### src/rtl/i2s_pkg.sv
// Shared types and defaults for the clock-slave I2S transmitter.
package i2s_pkg;

  localparam int unsigned I2S_DATA_W = 24;

  typedef enum logic {
    UNLOCKED = 1'b0,
    LOCKED   = 1'b1
  } tx_state_e;

  // Stereo sample pair at the default sample width.
  typedef struct packed {
    logic [I2S_DATA_W-1:0] l;
    logic [I2S_DATA_W-1:0] r;
  } sample_pair_t;

endpackage

### src/rtl/i2s_edge_sync.sv
// Synchronizer for an external clock-like input: SYNC_STAGES flops, one
// history flop, and registered single-cycle rise/fall pulses.
// level_o is the history flop, so it lines up with the rise/fall pulses.
module i2s_edge_sync #(
  parameter int unsigned SYNC_STAGES = 2
) (
  input  logic clk,
  input  logic rst,
  input  logic d_i,
  output logic level_o,
  output logic rise_o,
  output logic fall_o
);

  logic [SYNC_STAGES-1:0] sync_q;
  logic                   hist_q;
  logic                   rise_q;
  logic                   fall_q;

  // Shift the pin through the synchronizer and flag edges against history.
  always_ff @(posedge clk) begin
    if (!rst) begin
      sync_q <= '0;
      hist_q <= 1'b0;
      rise_q <= 1'b0;
      fall_q <= 1'b0;
    end else begin
      sync_q <= {sync_q[SYNC_STAGES-2:0], d_i};
      hist_q <= sync_q[SYNC_STAGES-1];
      rise_q <= ~hist_q & sync_q[SYNC_STAGES-1];
      fall_q <= hist_q & ~sync_q[SYNC_STAGES-1];
    end
  end

  assign level_o = hist_q;
  assign rise_o  = rise_q;
  assign fall_o  = fall_q;

endmodule

### src/rtl/i2s_slave_tx.sv
// Clock-slave I2S transmitter: oversamples external sclk/lrclk on clk and
// shifts stereo samples out MSB-first with the one-bit I2S delay.
// Optional: define I2S_SLAVE_TX_REPEAT_ON_UNDERRUN_EN to resend the last
// pair on underrun instead of sending zeros.
module i2s_slave_tx
  import i2s_pkg::*;
#(
  parameter int unsigned DATA_W      = I2S_DATA_W,
  parameter int unsigned SYNC_STAGES = 2
) (
  input  logic              clk,
  input  logic              rst,
  input  logic              sclk_in,
  input  logic              lrclk_in,
  input  logic [DATA_W-1:0] in_ldata,
  input  logic [DATA_W-1:0] in_rdata,
  input  logic              in_valid,
  output logic              in_ready,
  output logic              sdout,
  output logic              underrun,
  output logic              locked
);

  logic sclk_fall;
  logic sclk_rise;
  logic sclk_lvl;
  logic lr_s;
  logic lr_rise;
  logic lr_fall;
  logic unused_edges;

  i2s_edge_sync #(.SYNC_STAGES(SYNC_STAGES)) u_sclk_sync (
    .clk     (clk),
    .rst     (rst),
    .d_i     (sclk_in),
    .level_o (sclk_lvl),
    .rise_o  (sclk_rise),
    .fall_o  (sclk_fall)
  );

  i2s_edge_sync #(.SYNC_STAGES(SYNC_STAGES)) u_lr_sync (
    .clk     (clk),
    .rst     (rst),
    .d_i     (lrclk_in),
    .level_o (lr_s),
    .rise_o  (lr_rise),
    .fall_o  (lr_fall)
  );

  // lrclk is judged against lr_prev_q on sclk falls, not by its own edges.
  assign unused_edges = sclk_rise ^ sclk_lvl ^ lr_rise ^ lr_fall;

  tx_state_e         state_q;
  logic              lr_prev_q;
  logic              full_q;
  logic [DATA_W-1:0] buf_l_q;
  logic [DATA_W-1:0] buf_r_q;
  logic [DATA_W-1:0] act_l_q;
  logic [DATA_W-1:0] act_r_q;
  logic [DATA_W-1:0] act_l_d;
  logic [DATA_W-1:0] act_r_d;
  logic [DATA_W-1:0] shift_q;
  logic              sdout_q;
  logic              underrun_q;
  logic              wr_en;
  logic              left_start;
  logic              right_start;

  assign wr_en       = in_valid & ~full_q;
  assign left_start  = sclk_fall & lr_prev_q & ~lr_s;
  assign right_start = sclk_fall & ~lr_prev_q & lr_s;

  // Active pair for the frame: taken from the buffer at a left start,
  // or replaced on underrun.
  always_comb begin
    act_l_d = act_l_q;
    act_r_d = act_r_q;
    if (left_start) begin
      if (full_q) begin
        act_l_d = buf_l_q;
        act_r_d = buf_r_q;
      end else begin
`ifdef I2S_SLAVE_TX_REPEAT_ON_UNDERRUN_EN
        act_l_d = act_l_q;
        act_r_d = act_r_q;
`else
        act_l_d = '0;
        act_r_d = '0;
`endif
      end
    end
  end

  // Lock FSM, holding buffer and output shifter, all advanced on sclk falls.
  // The consume path reads the pre-cycle full flag; a write can only land
  // when that flag was clear, so the two never fight over full_q.
  always_ff @(posedge clk) begin
    if (!rst) begin
      state_q    <= UNLOCKED;
      lr_prev_q  <= 1'b0;
      full_q     <= 1'b0;
      buf_l_q    <= '0;
      buf_r_q    <= '0;
      act_l_q    <= '0;
      act_r_q    <= '0;
      shift_q    <= '0;
      sdout_q    <= 1'b0;
      underrun_q <= 1'b0;
    end else begin
      underrun_q <= 1'b0;
      act_l_q    <= act_l_d;
      act_r_q    <= act_r_d;
      if (sclk_fall) begin
        lr_prev_q <= lr_s;
        if (left_start) begin
          if (full_q) begin
            full_q <= 1'b0;
          end else begin
            underrun_q <= 1'b1;
          end
          shift_q <= act_l_d;
          sdout_q <= 1'b0;
          state_q <= LOCKED;
        end else if (state_q == LOCKED) begin
          if (right_start) begin
            shift_q <= act_r_q;
            sdout_q <= 1'b0;
          end else begin
            sdout_q <= shift_q[DATA_W-1];
            shift_q <= {shift_q[DATA_W-2:0], 1'b0};
          end
        end
      end
      if (wr_en) begin
        buf_l_q <= in_ldata;
        buf_r_q <= in_rdata;
        full_q  <= 1'b1;
      end
    end
  end

  assign in_ready = ~full_q;
  assign sdout    = sdout_q;
  assign underrun = underrun_q;
  assign locked   = (state_q == LOCKED);

endmodule

### config.mk
export PLATFORM = sky130hd
export DESIGN_NAME = i2s_slave_tx
export DESIGN_NICKNAME = d
export VERILOG_FILES = /design/src/rtl/i2s_pkg.sv /design/src/rtl/i2s_edge_sync.sv /design/src/rtl/i2s_slave_tx.sv
export SDC_FILE = /design/constraint.sdc
export NUM_CORES = 1
export LEC_CHECK = 0
export CORE_MARGIN = 3
export CORE_UTILIZATION = 58
export DETAILED_ROUTE_END_ITERATION = 10
export GPL_TIMING_DRIVEN = 0
export MAX_ROUTING_LAYER = met4
export PLACE_DENSITY = 0.87
export SKIP_CTS_REPAIR_TIMING = 1
export SLEW_MARGIN = 25
export SYNTH_ARGS = -nofsm -noshare
export SYNTH_HDL_FRONTEND = slang
export SYNTH_SLANG_ARGS = --single-unit
### constraint.sdc
create_clock -name clk -period 2.65 [get_ports clk]
set_input_delay 0.53 -clock clk [delete_from_list [all_inputs] [get_ports clk]]
set_output_delay 0.53 -clock clk [all_outputs]
set_load 0.02 [all_outputs]
Word-level counts from Yosys, hierarchy flattened
Cells that the tools add are included.
- register bits after elaboration: 132
- bits of input ports: 53
- word-level logic and storage cells: 45
- output and inout port bits: 4
- multiplexer cells: 13
- bitwise logic cells: 10
- reductions and logical operators: 7
- operators with widths (kind ; number):
    $mux W24 ; 6
    $mux W1 ; 7
    $and A1 B1 Y1 ; 6
    $reduce_and A2 Y1 ; 3
    $reduce_bool A2 Y1 ; 3
    $not A1 Y1 ; 4
    $reduce_and A3 Y1 ; 1

Depth between registers and ports, before layout
Gate-level depths: netlist of the first run.
- depth in word-level cells: 6
- mapped depth: 7
- depth with buffers taken out: 4

Hierarchy
Synthesis of the first run repeated with hierarchy kept, for this count alone.
- cells, all modules: 561
- area total of the unflattened synthesis: 4682.0 um2
- by module, submodules not included (module ; sequential area each (um2) ; instances ; cells an instance ; area each (um2)):
    i2s_slave_tx ; 2021.9 ; 1 ; 541 ; 4401.7
    i2s_edge_sync ; 100.1 ; 2 ; 10 ; 140.1

Least setup slack after synthesis of the first run
OpenSTA, ideal clock, no wires.
- path type: flip-flop to flip-flop
- from: register state_q, in the netlist locked
- to: register shift_q[0]
- setup time: 119 ps
- period minus slack after synthesis: 1406 ps
- data required time: 2531 ps
- cell stages (with the launch flop): 7
- path slack: 1244 ps
- buffers on the path: 2
- data arrival time: 1287 ps
- cells stage by stage: dfxtp_1 buf_2 inv_1 buf_2 a21oi_1 o21ai_0 o221a_2
- cells in the longest elaborated chain, start to end: 2
- ends and longest elaborated chain (what ; line ; RTL):
    start: declaration ; i2s_slave_tx.sv:53 ; tx_state_e state_q;
    start signal: assignment ; i2s_slave_tx.sv:99 ; state_q <= UNLOCKED;
    start signal: assignment ; i2s_slave_tx.sv:123 ; state_q <= LOCKED;
    $reduce_bool A2 Y1 (no source line) ; - ;
    $reduce_and A2 Y1 (no source line) ; - ;
    end signal: assignment ; i2s_slave_tx.sv:121 ; shift_q <= act_l_d;
    end signal: assignment ; i2s_slave_tx.sv:126 ; shift_q <= act_r_q;
    end signal: assignment ; i2s_slave_tx.sv:130 ; shift_q <= {shift_q[DATA_W-2:0], 1'b0};
    end: declaration ; i2s_slave_tx.sv:62 ; logic [DATA_W-1:0] shift_q;
Every way passes these cells.
A chain may end at the register's enable or synchronous reset.

Worst setup path after layout of the first run
- from: register full_q
- to: output port in_ready
- cells in the longest elaborated chain, start to end: 1
- ends and longest elaborated chain (what ; line ; RTL):
    start: declaration ; i2s_slave_tx.sv:55 ; logic full_q;
    start signal: assignment ; i2s_slave_tx.sv:101 ; full_q <= 1'b0;
    start signal: assignment ; i2s_slave_tx.sv:117 ; full_q <= 1'b0;
    start signal: assignment ; i2s_slave_tx.sv:137 ; full_q <= 1'b1;
    $not A1 Y1 ; i2s_slave_tx.sv:142 ; assign in_ready = ~full_q;
    end: declaration ; i2s_slave_tx.sv:18 ; output logic in_ready,
Every way passes these cells.

==> results of run 1 <==
-- logic make-up (layout without fill, tap and decap cells) --
family / Yosys count / after routing / synth area share (%)
multiplexers: 1 / 1 / 0.218
flip-flops: 108 / 108 / 47.1
buffers and inverters: 64 / 135 / 6.92
AND/OR/NAND/NOR: 186 / 186 / 16.9
AO/OA/AOI/OAI: 198 / 198 / 28.9
-- final cells by class --
class,instances,area (um^2),area share [%]
clock buffer,9,124,2.26
buffer,62,310,5.65
sequential,108,2160,39.4
tap,99,124,2.26
clock inverter,7,96.3,1.76
multi-input combinational,385,2110,38.5
timing repair buffer,55,551,10.0
inverter,2,7.51,0.137
-- metal layers --
layer | vias up | GRT usage, %
met3 | 15 | 4.94
met4 | 0 | 5.89
li1 | 2055 | -
met1 | 1956 | 35.8
met2 | 140 | 44.5
met5 | - | -
-- path summary, 6_finish.rpt --
check                                    from                             to  cells after the start
max                       full_q$_SDFFE_PN0P_                       in_ready                      3
min          u_sclk_sync.sync_q[1]$_SDFF_PN0_  u_sclk_sync.fall_o$_SDFF_PN0_                      1
max reg2reg               full_q$_SDFFE_PN0P_       buf_r_q[15]$_SDFFE_PN0P_                      6
min reg2reg  u_sclk_sync.sync_q[1]$_SDFF_PN0_  u_sclk_sync.fall_o$_SDFF_PN0_                      1
-- critical path: cells and delay by family, from the launching register on --
family                 cells  cell delay, ps
buffers and inverters      3             870
flip-flops                 1             310
-- Yosys cell counts, types with 2 or more instances --
cell | n | area share (%)
a21oi_1 | 5 | 0.54
a22o_1 | 23 | 4.4
a21boi_0 | 72 | 12
buf_6 | 2 | 0.49
and2_1 | 7 | 0.95
buf_4 | 5 | 0.82
buf_2 | 17 | 1.9
buf_8 | 2 | 0.65
o21ai_0 | 48 | 5.2
nand3_1 | 24 | 2.6
nor2b_1 | 3 | 0.41
clkbuf_1 | 32 | 2.6
a31oi_1 | 24 | 3.3
nand2_1 | 146 | 12
dfxtp_1 | 108 | 47
inv_1 | 2 | 0.16
buf_1 | 4 | 0.33
o22ai_1 | 23 | 3.1
-- registers in the layout, summed over array words and instances (netlist names), 2 cells and up --
name                count
u_sclk_sync.sync_q      2
shift_q                24
buf_r_q                24
u_lr_sync.sync_q        2
act_r_q                24
buf_l_q                24
-- power breakdown --
group | switching [mW] | internal, mW | total [mW]
Sequential | 0.0264 | 1.67 | 1.70
Combinational | 0.132 | 0.135 | 0.267
Clock | 0.628 | 0.463 | 1.09
Total | 0.786 | 2.27 | 3.06
==> flow_summary.toml, run 1 <==
[final_layout]
syn2layout_area_growth_pct = 19.5
final_common_cell = "nand2_1"
nFillCells = 599
final_util_pct = 73.7
stdcell_count = 727
layout-drive-gt1-share_pct = 7.01
mostFrequentLayoutCells = "nand2_1 (146), dfxtp_1 (108), a21boi_0 (72)"
fin_area_mm2 = 0.00549
n_antenna_cell = 0
final_nets = 676

[power]
power-per-cell-area_mw_per_mm2 = 557
power.leakage_nw = 1.91
ir_drop_mv = 0.394
total_power_mw = 3.06

[synth]
syn_nets = 610
ys.warnings.count = 0
synthFlopType = "dfxtp_1"
syn_area_per_cell_um2 = 8.25
async_flop_share_pct = 0
synth_cells = 557
synth-edff-count = 0
yosysSeqAreaShare_pct = 47.1
ys_seq_elements = 108
synth_area_mm2 = 0.00459
ys_types = 28

[cts]
cts_sinks = 108
cts_tree = "yes"
clk_latency_ps = 380
clockBufferDepth = 2
cts.clk_slew.worst_paths_ps = 110
cts.htree.levels = 3
cts_made_buffers = 9
cts_root_buf = "clkbuf_8"

[drt]
dr.pass1.iters = 5
vias = 4166
avgViaCountPerCell = 5.73
wl_met1_mm = 5.32
dr_wl_met3_um = 710
wl_met2_mm = 5.35
drc = 0
wl_mm = 11.5
avgRoutedWirePerCell_um = 15.8
postRouteAntennaNets = 0
dr.first_iter.drc_count = 257
top_layer_used = "met4"

[worst_setup_path]
crit_path_end_kind = "output port"
worst-path-max-fanout = 7
worstPathRequired_ps = 2120
cp_slowest_cell = "clkdlybuf4s50_1"
worstPathArrival_ps = 1550
reg2reg_slack_ps = 920
cp-start-kind = "flop"
max_stage_delay_ps = 610
path_cells = "buf_2 > inv_1 > clkdlybuf4s50_1"
crit_type = "reg -> out"

[sta]
setup_ws_ps = 571
fin_crit_ps = 2080
setup_viol = 0
fin_hold_ws_ps = 418
max_freq_mhz = 481
finClkSkew_ps = 11.8
post-route-period-util_pct = 78.5
slew_headroom_pct = 64.7
hold_viol_final = 0
tightest_slew_ps = 530
rsz0062_at_grt = "no"
slew_viol_final = 0
setup-tns-final_ps = 0

[floorplanning]
die_h_um = 95.0
io_pins = 57
dieWidth_um = 95.0
core-area_mm2 = 0.00745
rows = 31
initial_core_util_pct = 61.7
die_area_mm2 = 0.00902

[grt]
grt_pass1_vias = 3948
grt_max_degree = 21
grt-ovfl-total = 0
grt_pass1_wl_mm = 18.9
grt_usage_pct = 27.4
antenna_found_initial = 0

[run_status]
outcome = "finished, final reports clean"

[place]
dpl_cell_area_mm2 = 0.00527
port_buffers = 55
gp_congestion = 0.899
numPlacedInstances = 711
dp_hpwl_mm = 8.39
place_ws_ps = 337

[hold_path]
hold_path.class = "reg -> reg"

[run]
maxCapViolations = 0
Power figures use the tool's default switching activity.
==> inputs of run 2 (changes only) <==
--- a/config.mk
+++ b/config.mk
@@ -6,11 +6,11 @@
 export NUM_CORES = 1
 export LEC_CHECK = 0
 export CORE_MARGIN = 3
-export CORE_UTILIZATION = 58
+export CORE_UTILIZATION = 49
 export DETAILED_ROUTE_END_ITERATION = 10
 export GPL_TIMING_DRIVEN = 0
 export MAX_ROUTING_LAYER = met4
-export PLACE_DENSITY = 0.87
+export PLACE_DENSITY = 0.79
 export SKIP_CTS_REPAIR_TIMING = 1
 export SLEW_MARGIN = 25
 export SYNTH_ARGS = -nofsm -noshare
==> constraint.sdc (replaced) <==
create_clock -name clk -period 1.8 [get_ports clk]
set_input_delay 0.36 -clock clk [delete_from_list [all_inputs] [get_ports clk]]
set_output_delay 0.36 -clock clk [all_outputs]
set_load 0.02 [all_outputs]
==> run 2 against run 1 <==
- first-iteration DRC count grew 64%
- highest routed layer unchanged
- worst setup slack lost 510 ps
- non-clock buffer count is the same
- via count grew 0.70%
- clock power grew 37%
- worst hold slack lost 59 ps
- critical endpoint is now locked
==> flow_summary.toml, run 2 (synthesis gave the netlist of run 1 again) <==
[sta]
rsz0062_at_grt = "no"
tightest_slew_ps = 550
max_freq_mhz = 575
slew_headroom_pct = 63.3
setup_ws_ps = 61.1
fin_crit_ps = 1740
slew_viol_final = 0
fin_hold_ws_ps = 359
finClkSkew_ps = 9.77
setup_viol = 0
hold_viol_final = 0
setup-tns-final_ps = 0
post-route-period-util_pct = 96.6

[cts]
cts_tree = "yes"
cts.htree.levels = 3
cts.clk_slew.worst_paths_ps = 100
clockBufferDepth = 2
clk_latency_ps = 370
cts_sinks = 108
cts_root_buf = "clkbuf_8"
cts_made_buffers = 9

[power]
power-per-cell-area_mw_per_mm2 = 798
total_power_mw = 4.38
seqPwrFrac_pct = 57.1
p_sw_mw = 1.06
swShare_pct = 24.3
clkPwrFrac_pct = 33.9
ir_drop_mv = 0.542
p_int_mw = 3.32
p_comb_share_pct = 8.9
power.leakage_nw = 1.90

[place]
place_ws_ps = -425
numPlacedInstances = 720
gp_congestion = 0.862
dp_hpwl_mm = 8.56
port_buffers = 55
dpl_cell_area_mm2 = 0.00528

[final_layout]
stdcell_count = 736
syn2layout_area_growth_pct = 19.4
mostFrequentLayoutCells = "nand2_1 (146), dfxtp_1 (108), a21boi_0 (72)"
final_util_pct = 61.4
fin_area_mm2 = 0.00548
layout-drive-gt1-share_pct = 7.17
final_common_cell = "nand2_1"
final_nets = 676
n_antenna_cell = 0

[grt]
antenna_found_initial = 0
grt_pass1_wl_mm = 18.9
grt_usage_pct = 23.4
grt_max_degree = 19
grt_pass1_vias = 3958
grt-ovfl-total = 0

[worst_setup_path]
crit_type = "reg -> out"
cp-startpoint = "locked$_SDFFE_PN0P_"
reg2reg_slack_ps = 130
worstPathRequired_ps = 1440
cp-start-kind = "flop"
max_stage_delay_ps = 620
worstPathArrival_ps = 1380
cp_slowest_cell = "clkdlybuf4s50_1"
r2r_end = "shift_q[3]$_SDFFE_PN0P_"
path_depth = 1
cpLargestDelayFamily = "buffers and inverters"
r2r_cells = 6
worst-path-max-fanout = 2
path_cells = "clkdlybuf4s50_1"
setup.worst_path.end = "locked"
path_buf_inv = 1
reg2reg_from = "lr_prev_q$_SDFFE_PN0P_"
crit_path_end_kind = "output port"

[floorplanning]
die_area_mm2 = 0.0106
rows = 34
die_h_um = 103
dieWidth_um = 103
core-area_mm2 = 0.00893
io_pins = 57
initial_core_util_pct = 51.4

[run]
maxCapViolations = 0

[drt]
drc = 0
avgRoutedWirePerCell_um = 15.6
dr.first_iter.drc_count = 421
wl_mm = 11.5
dr.pass1.iters = 5
avgViaCountPerCell = 5.70
vias = 4195
postRouteAntennaNets = 0

[run_status]
outcome = "finished, final reports clean"

[hold_path]
hold_path.class = "in -> reg"
hp-start = "rst"
holdPathStages = 2
## run 2: layout make-up
cell class | instances | area (um^2)
Buffer | 62 | 312
Clock buffer | 10 | 128
Clock inverter | 6 | 71.3
Fill cell | 788 | 3450
Inverter | 2 | 7.51
Multi-Input combinational cell | 385 | 2120
Sequential cell | 108 | 2160
Tap cell | 108 | 135
Timing Repair Buffer | 55 | 553
## run 2: per-layer routing
metal  GRT usage (%)  vias up  routed length (um)
li1                -     2055                   -
met1            30.9     1957                5180
met2            37.8      169                5410
met3            4.80       14                 802
met4            4.28        0                 120
met5               -        -                   0
## run 2: worst min-delay path by stage
stage                                          to  slack (ps)
floorplan           u_sclk_sync.fall_o$_SDFF_PN0_         380
global placement    u_sclk_sync.fall_o$_SDFF_PN0_         390
detailed placement  u_sclk_sync.fall_o$_SDFF_PN0_         400
CTS                      buf_l_q[12]$_SDFFE_PN0P_         360
global route             buf_l_q[12]$_SDFFE_PN0P_         390
finish                   buf_l_q[12]$_SDFFE_PN0P_         360
## run 2: power by group through the flow
stage                     sequential, mW  combinational (mW)  clock (mW)
after floorplan                     2.54               0.211           0
after global placement              2.55               0.377           0
after detailed placement            2.56               0.389           0
after CTS                           2.50               0.391        1.50
after global routing                2.51               0.435        1.58
final                               2.50               0.391        1.49
